**src/rtl/bus_injector_pkg.sv**
```systemverilog
// Shared types and constants for the serial bus injector.
package bus_inj_pkg;

  localparam int BYTE_W = 8;

  localparam logic CKSUM_SUM = 1'b0;
  localparam logic CKSUM_XOR = 1'b1;

  typedef enum logic [2:0] {
    IDLE,
    CAPTURE,
    WAIT_GAP,
    INJECT,
    DONE,
    HALT
  } state_t;

endpackage

```
**src/rtl/bus_injector_if.sv**
```systemverilog
// Serial bus pins seen by the injector: sampled input pair and driven output pair.
interface bus_injector_if;
  logic clk_in;
  logic data_in;
  logic clk_out;
  logic data_out;
  logic drive_en;

  modport master (input clk_in, data_in, output clk_out, data_out, drive_en);
  modport slave  (output clk_in, data_in, input clk_out, data_out, drive_en);
endinterface

```
**src/rtl/bus_injector_frame_checksum.sv**
```systemverilog
// Combinational 8-bit frame checksum: modulo-256 sum or XOR over NUM_BYTES bytes.
module frame_checksum
  import bus_inj_pkg::*;
#(
  parameter int NUM_BYTES = 4
)(
  input  logic [BYTE_W*NUM_BYTES-1:0] data,
  input  logic                        mode,
  output logic [BYTE_W-1:0]           cksum
);

  logic [BYTE_W-1:0] sum_acc;
  logic [BYTE_W-1:0] xor_acc;

  always_comb begin
    sum_acc = '0;
    xor_acc = '0;
    for (int i = 0; i < NUM_BYTES; i++) begin
      sum_acc = sum_acc + data[i*BYTE_W +: BYTE_W];
      xor_acc = xor_acc ^ data[i*BYTE_W +: BYTE_W];
    end
    cksum = (mode == CKSUM_XOR) ? xor_acc : sum_acc;
  end

endmodule

```
**src/rtl/bus_injector.sv**
```systemverilog
// Captures a serial prefix off an external bus, then on the bus gap drives a
// programmable payload plus checksum back onto the bus pins.
module bus_injector
  import bus_inj_pkg::*;
#(
  parameter int PREFIX_BYTES  = 3,
  parameter int INJECT_BYTES  = 1,
  parameter int HALF_PERIOD   = 4,
  parameter int SYNC_STAGES   = 2,
  parameter int IDLE_CYCLES   = 1024,
  parameter int OUT_LSB_FIRST = 1
)(
  input  logic                             clk,
  input  logic                             reset,
  input  logic                             enable,
  input  logic                             oneshot,
  input  logic                             cksum_mode,
  bus_injector_if.master                   bus,
  input  logic [BYTE_W*INJECT_BYTES-1:0]   inject_data,
  output logic                             busy,
  output logic                             done,
  output logic [BYTE_W*PREFIX_BYTES-1:0]   prefix_data,
  output logic [15:0]                      inject_count
);

  localparam int CAP_BITS = BYTE_W*PREFIX_BYTES;
  localparam int TX_BITS  = BYTE_W*(INJECT_BYTES+1);
  localparam int CW       = $clog2(CAP_BITS+1);
  localparam int IW       = $clog2(TX_BITS);
  localparam int PW       = $clog2(2*HALF_PERIOD);
  localparam int TW       = $clog2(IDLE_CYCLES+1);

  localparam logic [CW-1:0] CAP_LAST = CW'(CAP_BITS-1);
  localparam logic [IW-1:0] TX_LAST  = IW'(TX_BITS-1);
  localparam logic [PW-1:0] PH_HALF  = PW'(HALF_PERIOD-1);
  localparam logic [PW-1:0] PH_LAST  = PW'(2*HALF_PERIOD-1);
  localparam logic [TW-1:0] IDLE_MAX = TW'(IDLE_CYCLES-1);

  logic [SYNC_STAGES-1:0] clk_sync, dat_sync;
  logic                   clk_prev;
  logic                   strobe, gap, s_dat;

  always_ff @(posedge clk or posedge reset) begin
    if (reset) begin
      clk_sync <= '0;
      dat_sync <= '0;
      clk_prev <= 1'b0;
    end else begin
      clk_sync <= {clk_sync[SYNC_STAGES-2:0], bus.clk_in};
      dat_sync <= {dat_sync[SYNC_STAGES-2:0], bus.data_in};
      clk_prev <= clk_sync[SYNC_STAGES-1];
    end
  end

  assign s_dat  = dat_sync[SYNC_STAGES-1];
  assign strobe = clk_sync[SYNC_STAGES-1] & ~clk_prev;
  assign gap    = ~clk_sync[SYNC_STAGES-1] & ~s_dat;

  logic [BYTE_W-1:0]  cksum;
  logic [TX_BITS-1:0] next_frame;

  frame_checksum #(.NUM_BYTES(PREFIX_BYTES+INJECT_BYTES)) u_cksum (
    .data  ({prefix_data, inject_data}),
    .mode  (cksum_mode),
    .cksum (cksum)
  );

  // Checksum rides as the last byte; byte 0 of the payload goes out first.
  assign next_frame = {cksum, inject_data};

  function automatic logic [IW-1:0] bit_pos(input logic [IW-1:0] idx);
    return (OUT_LSB_FIRST != 0) ? idx : {idx[IW-1:3], ~idx[2:0]};
  endfunction

  state_t             state;
  logic [CW-1:0]      cap_cnt;
  logic [TW-1:0]      idle_cnt;
  logic [TX_BITS-1:0] tx_frame;
  logic [IW-1:0]      tx_idx;
  logic [PW-1:0]      ph_cnt;
  logic               clk_out_q, data_out_q, drive_en_q;

  always_ff @(posedge clk or posedge reset) begin
    if (reset) begin
      state        <= IDLE;
      cap_cnt      <= '0;
      idle_cnt     <= '0;
      tx_frame     <= '0;
      tx_idx       <= '0;
      ph_cnt       <= '0;
      clk_out_q    <= 1'b0;
      data_out_q   <= 1'b0;
      drive_en_q   <= 1'b0;
      done         <= 1'b0;
      prefix_data  <= '0;
      inject_count <= '0;
    end else begin
      done <= 1'b0;
      case (state)
        IDLE: begin
          cap_cnt  <= '0;
          idle_cnt <= '0;
          if (enable) state <= CAPTURE;
        end
        CAPTURE: begin
          if (!enable) begin
            state <= IDLE;
          end else if (strobe) begin
            prefix_data <= {prefix_data[CAP_BITS-2:0], s_dat};
            cap_cnt     <= cap_cnt + CW'(1);
            idle_cnt    <= '0;
            if (cap_cnt == CAP_LAST) state <= WAIT_GAP;
          end else if (idle_cnt == IDLE_MAX) begin
            // Bus stalled mid-frame: restart the byte alignment.
            cap_cnt  <= '0;
            idle_cnt <= '0;
          end else begin
            idle_cnt <= idle_cnt + TW'(1);
          end
        end
        WAIT_GAP: begin
          if (!enable) begin
            state <= IDLE;
          end else if (gap) begin
            tx_frame   <= next_frame;
            tx_idx     <= '0;
            ph_cnt     <= '0;
            clk_out_q  <= 1'b1;
            data_out_q <= next_frame[bit_pos('0)];
            drive_en_q <= 1'b1;
            state      <= INJECT;
          end
        end
        INJECT: begin
          ph_cnt <= ph_cnt + PW'(1);
          if (ph_cnt == PH_HALF) clk_out_q <= 1'b0;
          if (ph_cnt == PH_LAST) begin
            ph_cnt <= '0;
            if (!enable || tx_idx == TX_LAST) begin
              clk_out_q  <= 1'b0;
              data_out_q <= 1'b0;
              drive_en_q <= 1'b0;
              if (!enable) begin
                state <= IDLE;
              end else begin
                state        <= DONE;
                done         <= 1'b1;
                inject_count <= inject_count + 16'd1;
              end
            end else begin
              tx_idx     <= tx_idx + IW'(1);
              clk_out_q  <= 1'b1;
              data_out_q <= tx_frame[bit_pos(tx_idx + IW'(1))];
            end
          end
        end
        DONE:    state <= oneshot ? HALT : IDLE;
        HALT:    if (!enable) state <= IDLE;
        default: state <= IDLE;
      endcase
    end
  end

  assign bus.clk_out  = clk_out_q;
  assign bus.data_out = data_out_q;
  assign bus.drive_en = drive_en_q;
  assign busy         = (state != IDLE);

endmodule
```
**src/flat_wrapper.sv**
```systemverilog
// flat-port wrapper written by rule: the top's interface ports become plain ports
module bus_injector_flat import bus_inj_pkg::*;
#(
  parameter int PREFIX_BYTES  = 3,
  parameter int INJECT_BYTES  = 1,
  parameter int HALF_PERIOD   = 4,
  parameter int SYNC_STAGES   = 2,
  parameter int IDLE_CYCLES   = 1024,
  parameter int OUT_LSB_FIRST = 1
)
  (clk, reset, enable, oneshot, cksum_mode, inject_data, busy, done, prefix_data, inject_count, bus_clk_in, bus_data_in, bus_clk_out, bus_data_out, bus_drive_en);
  bus_injector_if bus_i ();
  input  logic clk;
  input  logic reset;
  input  logic enable;
  input  logic oneshot;
  input  logic cksum_mode;
  input  logic [BYTE_W*INJECT_BYTES-1:0] inject_data;
  output logic busy;
  output logic done;
  output logic [BYTE_W*PREFIX_BYTES-1:0] prefix_data;
  output logic [15:0] inject_count;
  input wire logic [$bits(bus_i.clk_in)-1:0] bus_clk_in;
  input wire logic [$bits(bus_i.data_in)-1:0] bus_data_in;
  output wire logic [$bits(bus_i.clk_out)-1:0] bus_clk_out;
  output wire logic [$bits(bus_i.data_out)-1:0] bus_data_out;
  output wire logic [$bits(bus_i.drive_en)-1:0] bus_drive_en;
  assign bus_i.clk_in = bus_clk_in;
  assign bus_i.data_in = bus_data_in;
  assign bus_clk_out = bus_i.clk_out;
  assign bus_data_out = bus_i.data_out;
  assign bus_drive_en = bus_i.drive_en;
  bus_injector #(.PREFIX_BYTES(PREFIX_BYTES), .INJECT_BYTES(INJECT_BYTES), .HALF_PERIOD(HALF_PERIOD), .SYNC_STAGES(SYNC_STAGES), .IDLE_CYCLES(IDLE_CYCLES), .OUT_LSB_FIRST(OUT_LSB_FIRST)) u_core (.clk(clk), .reset(reset), .enable(enable), .oneshot(oneshot), .cksum_mode(cksum_mode), .bus(bus_i), .inject_data(inject_data), .busy(busy), .done(done), .prefix_data(prefix_data), .inject_count(inject_count));
endmodule
```
**config.mk**
```make
export PLATFORM = sky130hd
export DESIGN_NAME = bus_injector_flat
export DESIGN_NICKNAME = d
export VERILOG_FILES = /design/src/rtl/bus_injector_pkg.sv /design/src/rtl/bus_injector_if.sv /design/src/rtl/bus_injector_frame_checksum.sv /design/src/rtl/bus_injector.sv /design/src/flat_wrapper.sv
export SDC_FILE = /design/constraint.sdc
export NUM_CORES = 1
export LEC_CHECK = 0
export BUFFER_PORTS_ARGS = -buffer_cell sky130_fd_sc_hd__buf_2
export CAP_MARGIN = 0
export CORE_UTILIZATION = 50
export CTS_CLUSTER_SIZE = 20
export DETAILED_ROUTE_END_ITERATION = 12
export PLACE_DENSITY = 0.73
export SYNTH_ARGS = -nofsm -noshare
export SYNTH_HDL_FRONTEND = slang
export SYNTH_SLANG_ARGS = --single-unit
```
**constraint.sdc**
```tcl
create_clock -name clk -period 3 [get_ports clk]
set_input_delay 0.45 -clock clk [delete_from_list [all_inputs] [get_ports clk]]
set_output_delay 0.45 -clock clk [all_outputs]
set_load 0.05 [all_outputs]
```
==> impl_metrics.env <==
export IMPL_final_util_pct=59.30
export IMPL_crit_arrival_ns=3.31
export IMPL_io_pins=60
export IMPL_syn_inst=438
export IMPL_async_flop_share_pct=100.0
export IMPL_clk_pin_slew_ns=0.10
export IMPL_grt_pass1_wl_mm=15.53
export IMPL_ctsHoldBuffers=0
export IMPL_clock_sinks=91
export IMPL_slew_viol_final=0
export IMPL_synth_edf_count=0
export IMPL_syn_nets=481
export IMPL_n_antenna_cell=0
export IMPL_track_usage_pct=20.00
export IMPL_power_density_nw_per_um2=710.0
export IMPL_gp_congestion=0.8905
export IMPL_drtPass1Iterations=4
export IMPL_finClkSkew_ns=0.01048
export IMPL_ys_seq_area_share_pct=47.35
export IMPL_cp_buffers_inverters=0
export IMPL_dp_cells=621
export IMPL_switching_share_pct=39.12
export IMPL_gr_usage_met3_pct=4.596
export IMPL_cp_start_kind="register"
export IMPL_insertion_delay_ns=0.36
export IMPL_cts_path_max_buffers=2
export IMPL_holdCritPathClass="in -> reg"
export IMPL_setup_ws_ns=-0.03959
export IMPL_path_cells="fa_1, fa_1, ha_2, fa_2, a211oi_2, nor2_2, a2bb2oi_1, and3_1, o31ai_1"
export IMPL_crit_type="reg -> reg"
export IMPL_path_max_fanout=3
export IMPL_setup_viol=1
export IMPL_met2_usage_pct=30.56
export IMPL_routed_wl_mm=9.311
export IMPL_violations="setup timing"
export IMPL_intPower_mw=2.380
export IMPL_leakage_nw=2.733
export IMPL_critical_path_top_delay_family="adder cells"
export IMPL_busiest_layer="met2"
export IMPL_numCtsBuffers=9
export IMPL_rsz0062_at_grt="yes"
export IMPL_cp_required_ns=3.27
export IMPL_combPwrFrac_pct=37.9
export IMPL_die_x_um=100.1
export IMPL_max_cap_violations=0
export IMPL_numPortBuffers=59
export IMPL_die_area_um2=10020
export IMPL_root_buffer="clkbuf_8"
export IMPL_ir_worst_vdd_mv=0.4891
export IMPL_cts_tree="yes"
export IMPL_synthToLayoutAreaGrowth_pct=14.46
export IMPL_yosys_warnings=0
export IMPL_grt_max_degree=41
export IMPL_syn_avg_cell_area_um2=10.98
export IMPL_nets=547
export IMPL_status="finished, violations left"
export IMPL_dieHeight_um=100.1
export IMPL_hpwl_mm=6.865
export IMPL_drt_vias_per_instance=5.334
export IMPL_wl_per_cell_um=14.59
export IMPL_vias=3403
export IMPL_syn_cell_area_um2=4810
export IMPL_timing_final_crit_share_pct=101.3
export IMPL_slowest_delay_ns=0.57
export IMPL_antenna_found_initial=0
export IMPL_fp_row_count=35
export IMPL_ant_nets=0
export IMPL_grt_overflow=0
export IMPL_slew_headroom_pct=41.00
export IMPL_core_um2=9284
export IMPL_hold_viol_final=0
export IMPL_start_util_pct=51.81
export IMPL_first_iter_violations=170
export IMPL_clock_fmax_mhz=329.0
export IMPL_ys_types=55
export IMPL_dp_slack_ns=-0.1577
export IMPL_fin_crit_ns=3.040
export IMPL_cp_slowest_cell="fa_1"
export IMPL_power_mw=3.909
export IMPL_ys_flop_type="dfrtp_1"
export IMPL_fin_cells=638
export IMPL_use_met1_pct=28.53
export IMPL_clockPowerShare_pct=19.9
export IMPL_power_switching_mw=1.529
export IMPL_tightest_slew_ns=0.8832
export IMPL_htreeDepth=3
export IMPL_grt_pass1_vias=3223
export IMPL_drive_gt1_share_pct=27.11
export IMPL_drc_errors=0
export IMPL_crit_top_cell="fa_1"
export IMPL_crit_path_end_kind="register"
export IMPL_ys_ff_latch=91
export IMPL_seq_power_share_pct=42.2
synth_stat cells (2+ instances only):
cell type / instances / area share (%)
dfrtp_1: 91 / 47
nand2_1: 55 / 4.3
nor2_1: 30 / 2.3
mux2_2: 25 / 5.9
xnor2_1: 23 / 4.2
o21ai_0: 20 / 2.1
nand3_1: 18 / 1.9
inv_1: 15 / 1.2
fa_1: 14 / 5.8
ha_1: 14 / 3.6
xor2_1: 14 / 2.5
and3_1: 10 / 1.3
a21oi_1: 8 / 0.83
nand4_1: 8 / 1.0
nor3_1: 8 / 0.83
buf_2: 7 / 0.73
clkbuf_1: 7 / 0.55
mux2i_1: 7 / 1.5
o31ai_1: 6 / 0.94
a211oi_1: 4 / 0.62
and2_1: 4 / 0.52
mux4_2: 4 / 1.9
a31oi_1: 3 / 0.39
nand2b_1: 3 / 0.39
nor2b_1: 3 / 0.39
o21a_1: 3 / 0.47
a21o_1: 2 / 0.31
a22o_1: 2 / 0.36
o32ai_1: 2 / 0.36
or2_2: 2 / 0.26
or3_1: 2 / 0.26
metrics by stage:
| step | area (um2) | hold slack (ns) | TNS, ns |
|---|---|---|---|
| CTS | 5485 | 0.1812 | 0 |
| floorplan | 4823 | 0.3312 | -0.01676 |
| global placement | 5295 | 0.3333 | -0.1027 |
| finish | 5505 | 0.2011 | -0.03959 |
| global route | 5505 | 0.1793 | -0.1047 |
| detailed placement | 5295 | 0.3355 | -0.2355 |
placed cells by master (no fill, tap or decap), types with 3 or more instances in the layout:
master	netlist	layout
o21ai_0	20	19
nand2b_1	3	3
clkbuf_8	0	9
o21a_1	3	3
nor2b_1	3	3
nand4_1	8	8
dfrtp_1	91	87
xnor2_1	23	23
and3_1	10	10
nor3_1	8	8
fa_1	14	13
mux2_2	25	25
dfrtp_2	0	4
inv_6	0	3
xor2_1	14	14
a21oi_1	8	8
a31oi_1	3	3
and2_1	4	4
buf_2	7	59
o31ai_1	6	6
nor2_1	30	29
mux4_2	4	4
nand3_1	18	18
buf_4	1	11
ha_1	14	13
nand2_1	55	55
mux2i_1	7	7
inv_1	15	14
kinds of logic after synthesis:
logic type / synth area share, %
muxes: 9.652
and+or+nand+nor: 15.25
buffers and inverters: 2.914
DFF: 47.35
xor gates and xnor gates: 6.738
AOI/OAI and AO/OA: 8.637
adders and majority gates: 9.469
layout make-up:
cell class | count | area (um2)
sequential | 91 | 2282
inverter | 16 | 63.81
multi-input combinational | 315 | 2417
clock inverter | 7 | 58.81
clock buffer | 9 | 123.9
tap | 129 | 161.4
timing repair buffer | 71 | 397.9
fill | 802 | 3779
layer usage:
metal,up-vias,wire (um)
met1,1659,4459
met5,-,0
met3,7,406
li1,1661,-
met2,76,4357
met4,0,88
flip-flops by register name, indices dropped and copies added, names as in the netlist:
register / flops
u_core.bus.clk_out: 1
u_core.bus.data_out: 1
u_core.bus.drive_en: 1
u_core.cap_cnt: 5
u_core.clk_prev: 1
u_core.clk_sync: 2
u_core.dat_sync: 2
u_core.done: 1
u_core.idle_cnt: 11
u_core.inject_count: 16
u_core.ph_cnt: 3
u_core.prefix_data: 24
u_core.state: 3
u_core.tx_frame: 16
u_core.tx_idx: 4
repair_timing:
item                                    4_1_cts  5_1_grt
buffers inserted                              0        1
pin swaps                                     1        1
endpoints found under the hold margin         0        0
endpoints found under the setup margin        1        2
gates resized for setup                       1        4
power groups by stage:
stage	clock (mW)	combinational (mW)	sequential, mW
6_report	0.779	1.48	1.65
5_1_grt	0.850	1.64	1.69
4_1_cts	0.800	1.47	1.65
3_5_place_dp	0	1.46	1.67
3_3_place_gp	0	1.41	1.66
2_1_floorplan	0	1.01	1.76
path summary, 6_finish.rpt:
| kind | startpoint | to | slack [ns] | depth (start not counted) |
|---|---|---|---|---|
| max in group asynchronous | reset | u_core.inject_count[14] | 2.04 | 3 |
| worst min register to register | u_core.clk_sync[0] | u_core.clk_sync[1] | 0.36 | 0 |
| min in group asynchronous | reset | u_core.idle_cnt[10] | 0.25 | 2 |
| worst max-delay path | u_core.prefix_data[9] | u_core.tx_frame[15] | -0.04 | 9 |
| worst min-delay path | bus_data_in | u_core.dat_sync[0] | 0.20 | 1 |
| worst max register to register | u_core.prefix_data[9] | u_core.tx_frame[15] | -0.04 | 9 |
worst register-to-register path: stages (launching register included):
cell and delay, ns:
dfrtp_2 0.43, fa_1 0.57, fa_1 0.44, ha_2 0.22
fa_2 0.37, a211oi_2 0.28, nor2_2 0.11, a2bb2oi_1 0.16
and3_1 0.18, o31ai_1 0.21
(Power assumes the default switching activity.)
